$ cat src/rtl/pim_pkg.sv
// rtl/pim_pkg.sv - shared PIM types and word width
package pim_pkg;

  // Width of one PIM result/immediate word.
  localparam int PIM_WORD_W = 25;

  typedef enum logic [1:0] {
    IDLE    = 2'd0,
    COLLECT = 2'd1,
    DONE    = 2'd2
  } collector_state_t;

endpackage

$ cat src/rtl/pim_result_collector.sv
// rtl/pim_result_collector.sv - LSB-first bit-serial result deserializer with valid/ready output
module pim_result_collector
  import pim_pkg::*;
#(
  parameter int N = PIM_WORD_W,
  localparam int LW = $clog2(N + 1)
) (
  input  logic          clk,
  input  logic          rst,
  input  logic          start,
  input  logic [LW-1:0] len,
  input  logic          bit_in,
  input  logic          bit_valid,
  output logic          busy,
  output logic [N-1:0]  result,
  output logic          result_valid,
  input  logic          result_ready,
  output logic          overrun
);

  collector_state_t r_state;
  collector_state_t w_next_state;
  logic [N-1:0]     r_result;
  logic [LW-1:0]    r_cnt;
  logic [LW-1:0]    r_len_q;
  logic             r_overrun;
  logic [LW-1:0]    w_len_clamp;
  logic             w_last_bit;

  // A zero or oversized length means a full word.
  assign w_len_clamp = ((len == '0) || (len > LW'(N))) ? LW'(N) : len;
  assign w_last_bit  = (r_cnt == (r_len_q - 1'b1));

  // Next state: start overrides everything, including a pending handshake.
  always_comb begin
    w_next_state = r_state;
    if (start) begin
      w_next_state = COLLECT;
    end else begin
      case (r_state)
        COLLECT: if (bit_valid && w_last_bit) w_next_state = DONE;
        DONE:    if (result_ready) w_next_state = IDLE;
        default: w_next_state = r_state;
      endcase
    end
  end

  // State, bit counter, assembled word and sticky overrun flag.
  always_ff @(posedge clk) begin
    if (rst) begin
      r_state   <= IDLE;
      r_result  <= '0;
      r_cnt     <= '0;
      r_len_q   <= '0;
      r_overrun <= 1'b0;
    end else if (start) begin
      // A bit arriving alongside start belongs to no collection and is ignored.
      r_state   <= w_next_state;
      r_result  <= '0;
      r_cnt     <= '0;
      r_len_q   <= w_len_clamp;
      r_overrun <= 1'b0;
    end else begin
      r_state <= w_next_state;
      if (bit_valid) begin
        if (r_state == COLLECT) begin
          r_result[r_cnt] <= bit_in;
          r_cnt           <= r_cnt + 1'b1;
        end else begin
          r_overrun <= 1'b1;
        end
      end
    end
  end

  assign busy         = (r_state == COLLECT);
  assign result_valid = (r_state == DONE);
  assign result       = r_result;
  assign overrun      = r_overrun;

endmodule
$ cat config.mk
export PLATFORM = sky130hd
export DESIGN_NAME = pim_result_collector
export DESIGN_NICKNAME = d
export VERILOG_FILES = /design/src/rtl/pim_pkg.sv /design/src/rtl/pim_result_collector.sv
export SDC_FILE = /design/constraint.sdc
export NUM_CORES = 1
export LEC_CHECK = 0
export ABC_AREA = 1
export CORE_AREA = 4 4 72 101
export DETAILED_ROUTE_END_ITERATION = 8
export DIE_AREA = 0 0 76 105
export GPL_ROUTABILITY_DRIVEN = 0
export HOLD_SLACK_MARGIN = 0.1
export PLACE_DENSITY = 0.49
export SLEW_MARGIN = 10
export SYNTH_ARGS = -nofsm -noshare
export SYNTH_HDL_FRONTEND = slang
export SYNTH_SLANG_ARGS = --single-unit
$ cat constraint.sdc
create_clock -name clk -period 2.8 [get_ports clk]
set_input_delay 0.7 -clock clk [delete_from_list [all_inputs] [get_ports clk]]
set_output_delay 0.7 -clock clk [all_outputs]
set_load 0.01 [all_outputs]
==> results of run 1 <==
==> critical path, stage by stage (launching register included) <==
cell and delay, ns:
dfxtp_1 0.32, inv_1 0.07, ha_1 0.27, clkdlybuf4s50_1 0.58
==> cells by family (layout without fill, tap and decap cells) <==
group	count (synthesis)	in the layout	synth area share
DFF	38	38	0.4061
buffers and inverters	48	90	0.1062
AOI/OAI and AO/OA	66	66	0.1817
adders and majority gates	7	7	0.04676
and+or+nand+nor	105	105	0.2592
==> layer usage <==
metal  GRT usage  up-vias  share of wire
met5           0        -              0
met4     0.05089        0          0.027
met3     0.03190       13          0.043
met2      0.2065       48           0.49
met1      0.1485      815           0.44
li1            -      949              -
==> synth_stat cells (2+ instances only) <==
master | number | area share
nor3_2 | 2 | 0.011
inv_1 | 33 | 0.066
ha_1 | 7 | 0.047
nand3_1 | 26 | 0.069
clkbuf_1 | 3 | 0.0060
nand4_1 | 6 | 0.020
a21oi_1 | 31 | 0.083
nand2_1 | 36 | 0.072
nand2_2 | 5 | 0.017
buf_2 | 2 | 0.0053
inv_2 | 7 | 0.014
dfxtp_1 | 38 | 0.41
nor2_1 | 24 | 0.048
o21ai_0 | 30 | 0.080
buf_6 | 2 | 0.012
nor2_2 | 3 | 0.010
==> sequential cells by signal, indices dropped and copies added, names as in the netlist <==
name     count
result      25
r_cnt        5
r_len_q      5
r_state      2
overrun      1
==> report_power, final <==
part	internal, mW	switching, mW
clock	0.198	0.209
combinational	0.0518	0.0751
sequential	0.550	0.00762
total	0.800	0.292
==> area by class of cell <==
cell class	instances	area, sq um
Multi-Input combinational cell	178	913.4
Clock buffer	6	82.58
Sequential cell	38	760.7
Inverter	40	150.1
Tap cell	74	92.59
Clock inverter	2	12.51
Timing Repair Buffer	42	410.4
Fill cell	682	4015
==> worst max-delay path by stage <==
stage	to	start	depth (start not counted)	slack, ns
after floorplan	result[24]	bit_valid	7	1.36
after global routing	busy	r_state[1]	3	0.48
after CTS	busy	r_state[1]	3	0.53
after detailed placement	r_cnt[2]	start	5	0.58
after global placement	r_cnt[2]	start	5	0.57
final	busy	r_state[1]	3	0.56
==> flow_summary.toml, run 1 <==
[logic_synthesis]
synth-edff-count = 0
ys_seq_elements = 38
synthCells = 264
yosys_warnings = 0
synthDistinctLibCells = 25
syn_avg_cell_area_sq_um = 7.095
async_flop_share = 0
netlist_area_sq_um = 1873
syn_nets = 282
ys.flop_type = "dfxtp_1"
ys_seq_area_frac = 0.4061

[route]
drtIter0Drc = 67
vias_per_cell = 4.803
dr.pass1.iters = 4
num_vias = 1825
wirelength_um = 4905
drc = 0
drtAntennaViolNets = 0
wl_per_cell_um = 12.91

[floorplan]
core_sq_um = 6437
ios = 39
die-area_sq_um = 7980
row_count = 35
initial_core_util = 0.2910
die_h_um = 105
fp.dieW_um = 76

[layout]
drive_gt1_frac = 0.09804
nNetsFinal = 323
areaGrowthSynthToFinish_pct = 29.33
fin_area_sq_um = 2422
diodes = 0
fin_util = 0.3763
final_cell_count_no_fill = 380
layout_common_cells = "clkdlybuf4s50_1, dfxtp_1, nand2_1, inv_1, a21oi_1"

[worst_setup_path]
critical_path.endpoint_type = "output pin"
r2r_slack_ns = 1.17
critPathKind = "reg2out"
cp-start-kind = "flop"
r2r-end = "result[3]"
path_max_fanout = 5
rr_worst_depth = 7
worstPathRequired_ns = 2.10
reg2reg_from = "r_state[1]"
arrival_ns = 1.54

[hold_path]
hold_path_class = "reg2reg"
hold_start = "result[9]"
holdPathEnd = "result[9]"
whs_path_depth = 2

[pwr]
pwr_density_cell_nw_per_um2 = 450.5
ir_worst_vdd_uv = 184.1
power_leakage_nw = 0.9327
power.total_mw = 1.091

[sta]
finalClockSkew_ns = 0.009525
relSlewSlack = 0.6993
holdWs_ns = 0.4739
finalSetupViolations = 0
fin_setup_tns_ns = 0
setup_slack_ns = 0.5647
finalHoldViolCount = 0
tightest_slew_ns = 0.4506
fin_crit_ns = 2.235
finalCritPeriodShare = 0.7983
fmax_mhz = 447.4
slew_violations = 0
rsz0062_at_grt = "no"

[placed_design]
dp.cells = 372
numPortBuffers = 38
dp_hpwl_um = 3691
preCtsSetupSlack_ns = 0.5768
placed_area_sq_um = 2327

[grt]
grt_pass1_vias = 1777
overflow = 0
grt_usage = 0.1236
antenna_found_initial = 0
grt_pass1_wl_um = 8169
grt_max_degree = 26

[clock_tree]
cts_setup_buffers = 0
numCtsBuffers = 5
cts.root.buffer_cell = "clkbuf_8"
clock-sinks = 38
cts_tree = "built"
clkTransAtPathRegs_ns = 0.08
clk_latency_ns = 0.29
htree_levels = 2
cts_resized = 0
postCtsHoldBufs = 0
cts_buffer_depth = 2

[flow_run]
max-cap-violations = 0

[status]
status = "finished clean"
Note: power is estimated with default switching activity, not from simulation.
==> run 2, diff against run 1 <==
Settings changed: PLACE_DENSITY 0.49 to 0.51.
Clock period 2.8 ns to 1.8 ns, I/O delays scaled along.
==> run 2 against run 1 <==
Compared with the run above:
- setup slack lost 0.44 ns
- combinational power grew 77%
- cell count grew 2.9%
- global-route usage grew 0.81 points
- core utilization grew 2.6 points
- hold slack gained 0.00059 ns
- die area is the same
==> flow_summary.toml, run 2 (synthesis gave the netlist of run 1 again) <==
[status]
status = "finished clean"

[layout]
largest_reg_flops = 25
n_fill_cell = 682
drive_gt1_frac = 0.1356
layout_common_cells = "dfxtp_1, nand2_1, clkdlybuf4s50_1, inv_1, a21oi_1"
final_common_cell = "dfxtp_1"
diodes = 0
nNetsFinal = 334
areaGrowthSynthToFinish_pct = 38.21

[route]
num_vias = 1864
drtIter0Drc = 102
wirelength_um = 5048
drc = 0
vias_per_cell = 4.767
dr.pass1.iters = 4
drtAntennaViolNets = 0
wl_per_cell_um = 12.91

[floorplan]
row_count = 35
initial_core_util = 0.2910
die_h_um = 105
core_sq_um = 6437
fp.dieW_um = 76
die-area_sq_um = 7980
ios = 39

[sta]
finalSetupViolations = 0
fin_crit_ns = 1.673
finalClockSkew_ns = 0.005011
tightest_slew_ns = 0.3579
finalCritPeriodShare = 0.9292
finalHoldViolCount = 0
fmax_mhz = 597.9
relSlewSlack = 0.7610
setup_slack_ns = 0.1274
rsz0062_at_grt = "no"
slew_violations = 0

[worst_setup_path]
critical_path.endpoint_type = "output pin"
path_max_fanout = 2
worstPathRequired_ns = 1.35
crit_chain = "clkdlybuf4s50_1"
r2r-end = "result[24]"
cp-start-kind = "flop"
critical_path_buf_inv_count = 1
critPathKind = "reg2out"
cpPeakStageDelay_ns = 0.55
arrival_ns = 1.22
r2r_slack_ns = 0.26
cp_slowest_cell = "clkdlybuf4s50_1"
reg2reg_from = "r_state[1]"
path_delay_family = "buffers and inverters"
rr_worst_depth = 10

[hold_path]
whs_path_depth = 2
hold_path_class = "reg2reg"
holdPathEnd = "result[24]"
hold_start = "result[24]"

[pwr]
power_frac_seq = 0.433
p_clk_frac = 0.454
power_switching_uw = 453.1
p_int_mw = 1.547
pwr_density_cell_nw_per_um2 = 772.7
sw_frac_of_total = 0.2265
power.total_mw = 2.000
combPwrFrac = 0.112
power_leakage_nw = 1.030
ir_worst_vdd_uv = 329.4

[grt]
grt_pass1_vias = 1821
antenna_found_initial = 0
grt_max_degree = 26
grt_pass1_wl_um = 8659
overflow = 0
grt_usage = 0.1317

[placed_design]
preCtsSetupSlack_ns = -0.05172
dp_hpwl_um = 3937
numPortBuffers = 38

[clock_tree]
cts_tree = "built"
cts.root.buffer_cell = "clkbuf_8"
numCtsBuffers = 5
cts_setup_buffers = 0
htree_levels = 2
clkTransAtPathRegs_ns = 0.08
clock-sinks = 38
clk_latency_ns = 0.29
cts_buffer_depth = 2

[flow_run]
max-cap-violations = 0
==> run 2: cell count changes in the layout (fill, tap and decap cells not counted), moves of 2 or more <==
| cell | before | now |
|---|---|---|
| dlygate4sd2_1 | 0 | 2 |
| bufinv_16 | 0 | 2 |
| buf_12 | 0 | 2 |
| buf_4 | 4 | 13 |
| clkdlybuf4s50_1 | 38 | 36 |
==> run 2: stage by stage <==
step | hold WS, ns | TNS [ns] | utilization | instances | cell area, sq um
after floorplan | 0.4678 | 0 | - | 264 | 1873
after global placement | 0.4598 | -0.07279 | 0.3782 | 383 | 2435
after detailed placement | 0.4628 | -0.1133 | 0.3782 | 383 | 2435
after CTS | 0.4778 | 0 | 0.4000 | 391 | 2575
after global routing | 0.4830 | 0 | 0.4021 | 391 | 2589
final | 0.4745 | 0 | 0.4021 | 391 | 2589
==> run 2: repair_timing <==
item	4_1_cts	5_1_grt
resized for setup	2	2
hold buffers	0	0
hold endpoints to repair	0	0
setup endpoints to repair	2	2
==> run 2: final cells by class <==
cell class | instances | area, sq um | share of cell area
clock buffers | 6 | 82.58 | 0.03190
clock inverters | 2 | 60.06 | 0.02320
repair buffers | 53 | 515.5 | 0.1991
inverters | 40 | 150.1 | 0.05800
well taps | 74 | 92.59 | 0.03577
multi-input cells | 178 | 925.9 | 0.3577
flip-flops and latches | 38 | 762.0 | 0.2943
==> run 2: power by group through the flow <==
stage	combinational, mW	sequential, mW	clock (mW)
4_1_cts	0.223	0.867	0.928
5_1_grt	0.257	0.869	0.962
6_report	0.225	0.867	0.909
3_5_place_dp	0.225	0.886	0
2_1_floorplan	0.129	0.884	0
3_3_place_gp	0.224	0.886	0
==> run 2: worst max-delay path by stage <==
| stage | depth (start not counted) | from | slack (ns) | end |
|---|---|---|---|---|
| floorplan | 12 | r_len_q[0] | 0.36 | r_state[0] |
| global placement | 8 | bit_valid | -0.03 | result[24] |
| detailed placement | 8 | bit_valid | -0.05 | result[24] |
| CTS | 1 | result[1] | 0.11 | result[1] |
| global route | 12 | r_len_q[0] | 0.07 | r_state[0] |
| finish | 1 | result[1] | 0.13 | result[1] |
==> run 2: tightest hold or removal path: cells and delay by family (launching register included) <==
family | cells | cell delay, ns
buffers and inverters | 1 | 0.05
flip-flops | 1 | 0.33
AO/OA/AOI/OAI | 1 | 0.05
==> run 2: metal layers <==
layer  track usage  routed length (um)  vias to the layer above
met1        0.1465                2062                      837
met2        0.2408                2697                       42
li1              -                   -                      977
met3       0.02845                 210                        8
met4       0.04707                  78                        0
met5             0                   0                        -
==> run 3, diff against run 2 <==
Settings changed: CORE_AREA 4 4 72 101 to 4 4 60 84, DIE_AREA 0 0 76 105 to 0 0 64 88, PLACE_DENSITY 0.51 to 0.7.
==> run 3 against run 2 <==
Compared with the run above:
- hold slack worse by 0.020 ns
- global-route usage is 4.6 points higher
- count of clock-buffer cells in the layout shrank 1
- sequential share of layout area rose by 0.51 points
- sequential power is essentially flat
- cell area down 1.7%
- clock skew increased by 0.0018 ns
- flip-flop and latch count did not move
- critical path type unchanged
- die area decreased by 29%
- wire length shrank 8.8%
- register-to-register slack worse by 0.04 ns
==> flow_summary.toml, run 3 (synthesis gave the netlist of run 1 again) <==
[route]
dr.pass1.iters = 4
wl_per_cell_um = 12.21
vias_per_cell = 4.997
drtAntennaViolNets = 0
drtIter0Drc = 98
wirelength_um = 4604
num_vias = 1884
drc = 0

[placed_design]
numPortBuffers = 38
preCtsSetupSlack_ns = -0.01177
dp_hpwl_um = 3547
dp.cells = 369
placed_area_sq_um = 2405

[grt]
antenna_found_initial = 0
grtUsageMet2 = 0.3518
grt.busiest_layer = "met2"
grt_max_degree = 26
use_met1 = 0.1792
overflow = 0
grt_pass1_vias = 1883
grt_use_met3 = 0.03723
grt_pass1_wl_um = 7969
grt_usage = 0.1780

[worst_setup_path]
cp_slowest_cell = "dfxtp_1"
arrival_ns = 1.21
worstPathRequired_ns = 1.35
crit_chain = "inv_1 > ha_1 > dlygate4sd2_1"
critical_path.endpoint_type = "output pin"
cp-start-kind = "flop"
cpPeakStageDelay_ns = 0.34
critPathKind = "reg2out"
path_max_fanout = 4

[layout]
fin_util = 0.6004
layout_common_cells = "dfxtp_1, nand2_1, clkdlybuf4s50_1, inv_1"
areaGrowthSynthToFinish_pct = 35.87
largest_reg_flops = 25
fin_area_sq_um = 2545
diodes = 0
final_cell_count_no_fill = 377
final_common_cell = "dfxtp_1"
nNetsFinal = 334
drive_gt1_frac = 0.1356

[sta]
holdWs_ns = 0.4542
rsz0062_at_grt = "no"
relSlewSlack = 0.7808
fin_setup_tns_ns = 0
fmax_mhz = 600.6
finalHoldViolCount = 0
tightest_slew_ns = 0.3283
setup_slack_ns = 0.1351
finalSetupViolations = 0
fin_crit_ns = 1.665
slew_violations = 0
finalCritPeriodShare = 0.9250
finalClockSkew_ns = 0.006789

[clock_tree]
cts_setup_buffers = 0
cts.root.buffer_cell = "clkbuf_8"
clock-sinks = 38
cts_buffer_depth = 2
clkTransAtPathRegs_ns = 0.08
cts_tree = "built"
clk_latency_ns = 0.29
numCtsBuffers = 5
postCtsHoldBufs = 0
htree_levels = 2

[pwr]
power.total_mw = 1.960
ir_worst_vdd_uv = 491.5
power_leakage_nw = 1.020
pwr_density_cell_nw_per_um2 = 770.2

[status]
status = "finished clean"

[floorplan]
die_h_um = 88
die-area_sq_um = 5632
fp.dieW_um = 64
initial_core_util = 0.4419
ios = 39
row_count = 28
core_sq_um = 4239

[flow_run]
max-cap-violations = 0

[hold_path]
hold_path_class = "reg2reg"
[run 3: area by class of cell]
class                           instances  area [sq um]
Fill cell                             391          1694
Multi-Input combinational cell        178         917.1
Sequential cell                        38         762.0
Timing Repair Buffer                   53         503.0
Inverter                               40         150.1
Tap cell                               60         75.07
Clock buffer                            5         68.82
Clock inverter                          3         68.82
[run 3: report_power, final]
part	switching [mW]	internal (mW)
registers	0.0121	0.855
clock network	0.322	0.555
logic	0.122	0.0932
[run 3: path summary, 6_finish.rpt]
kind              startpoint           end  slack [ns]  cells past startpoint
setup / recovery  r_state[0]  result_valid        0.14                      3
setup reg to reg  r_len_q[0]    r_state[0]        0.22                     12
hold / removal    result[24]    result[24]        0.45                      2
hold reg to reg   result[24]    result[24]        0.45                      2
[run 3: timing repair]
item | CTS | global route
endpoints found under the hold margin | 0 | 0
resized for setup | 2 | 2
setup endpoints to repair | 2 | 2
pin swaps | 0 | 0
[run 3: per-layer routing]
layer  routed length, um  vias to the layer above
li1                    -                      973
met1                1869                      850
met2                2419                       54
met3                 222                        7
met4                  92                        0
met5                   0                        -
[run 3: worst max-delay path, delay by kind of cell, from the launching register on]
family,cells,cell delay (ns)
buffers and inverters,2,0.35
adder cells (fa/ha/maj),1,0.23
flip-flops,1,0.34
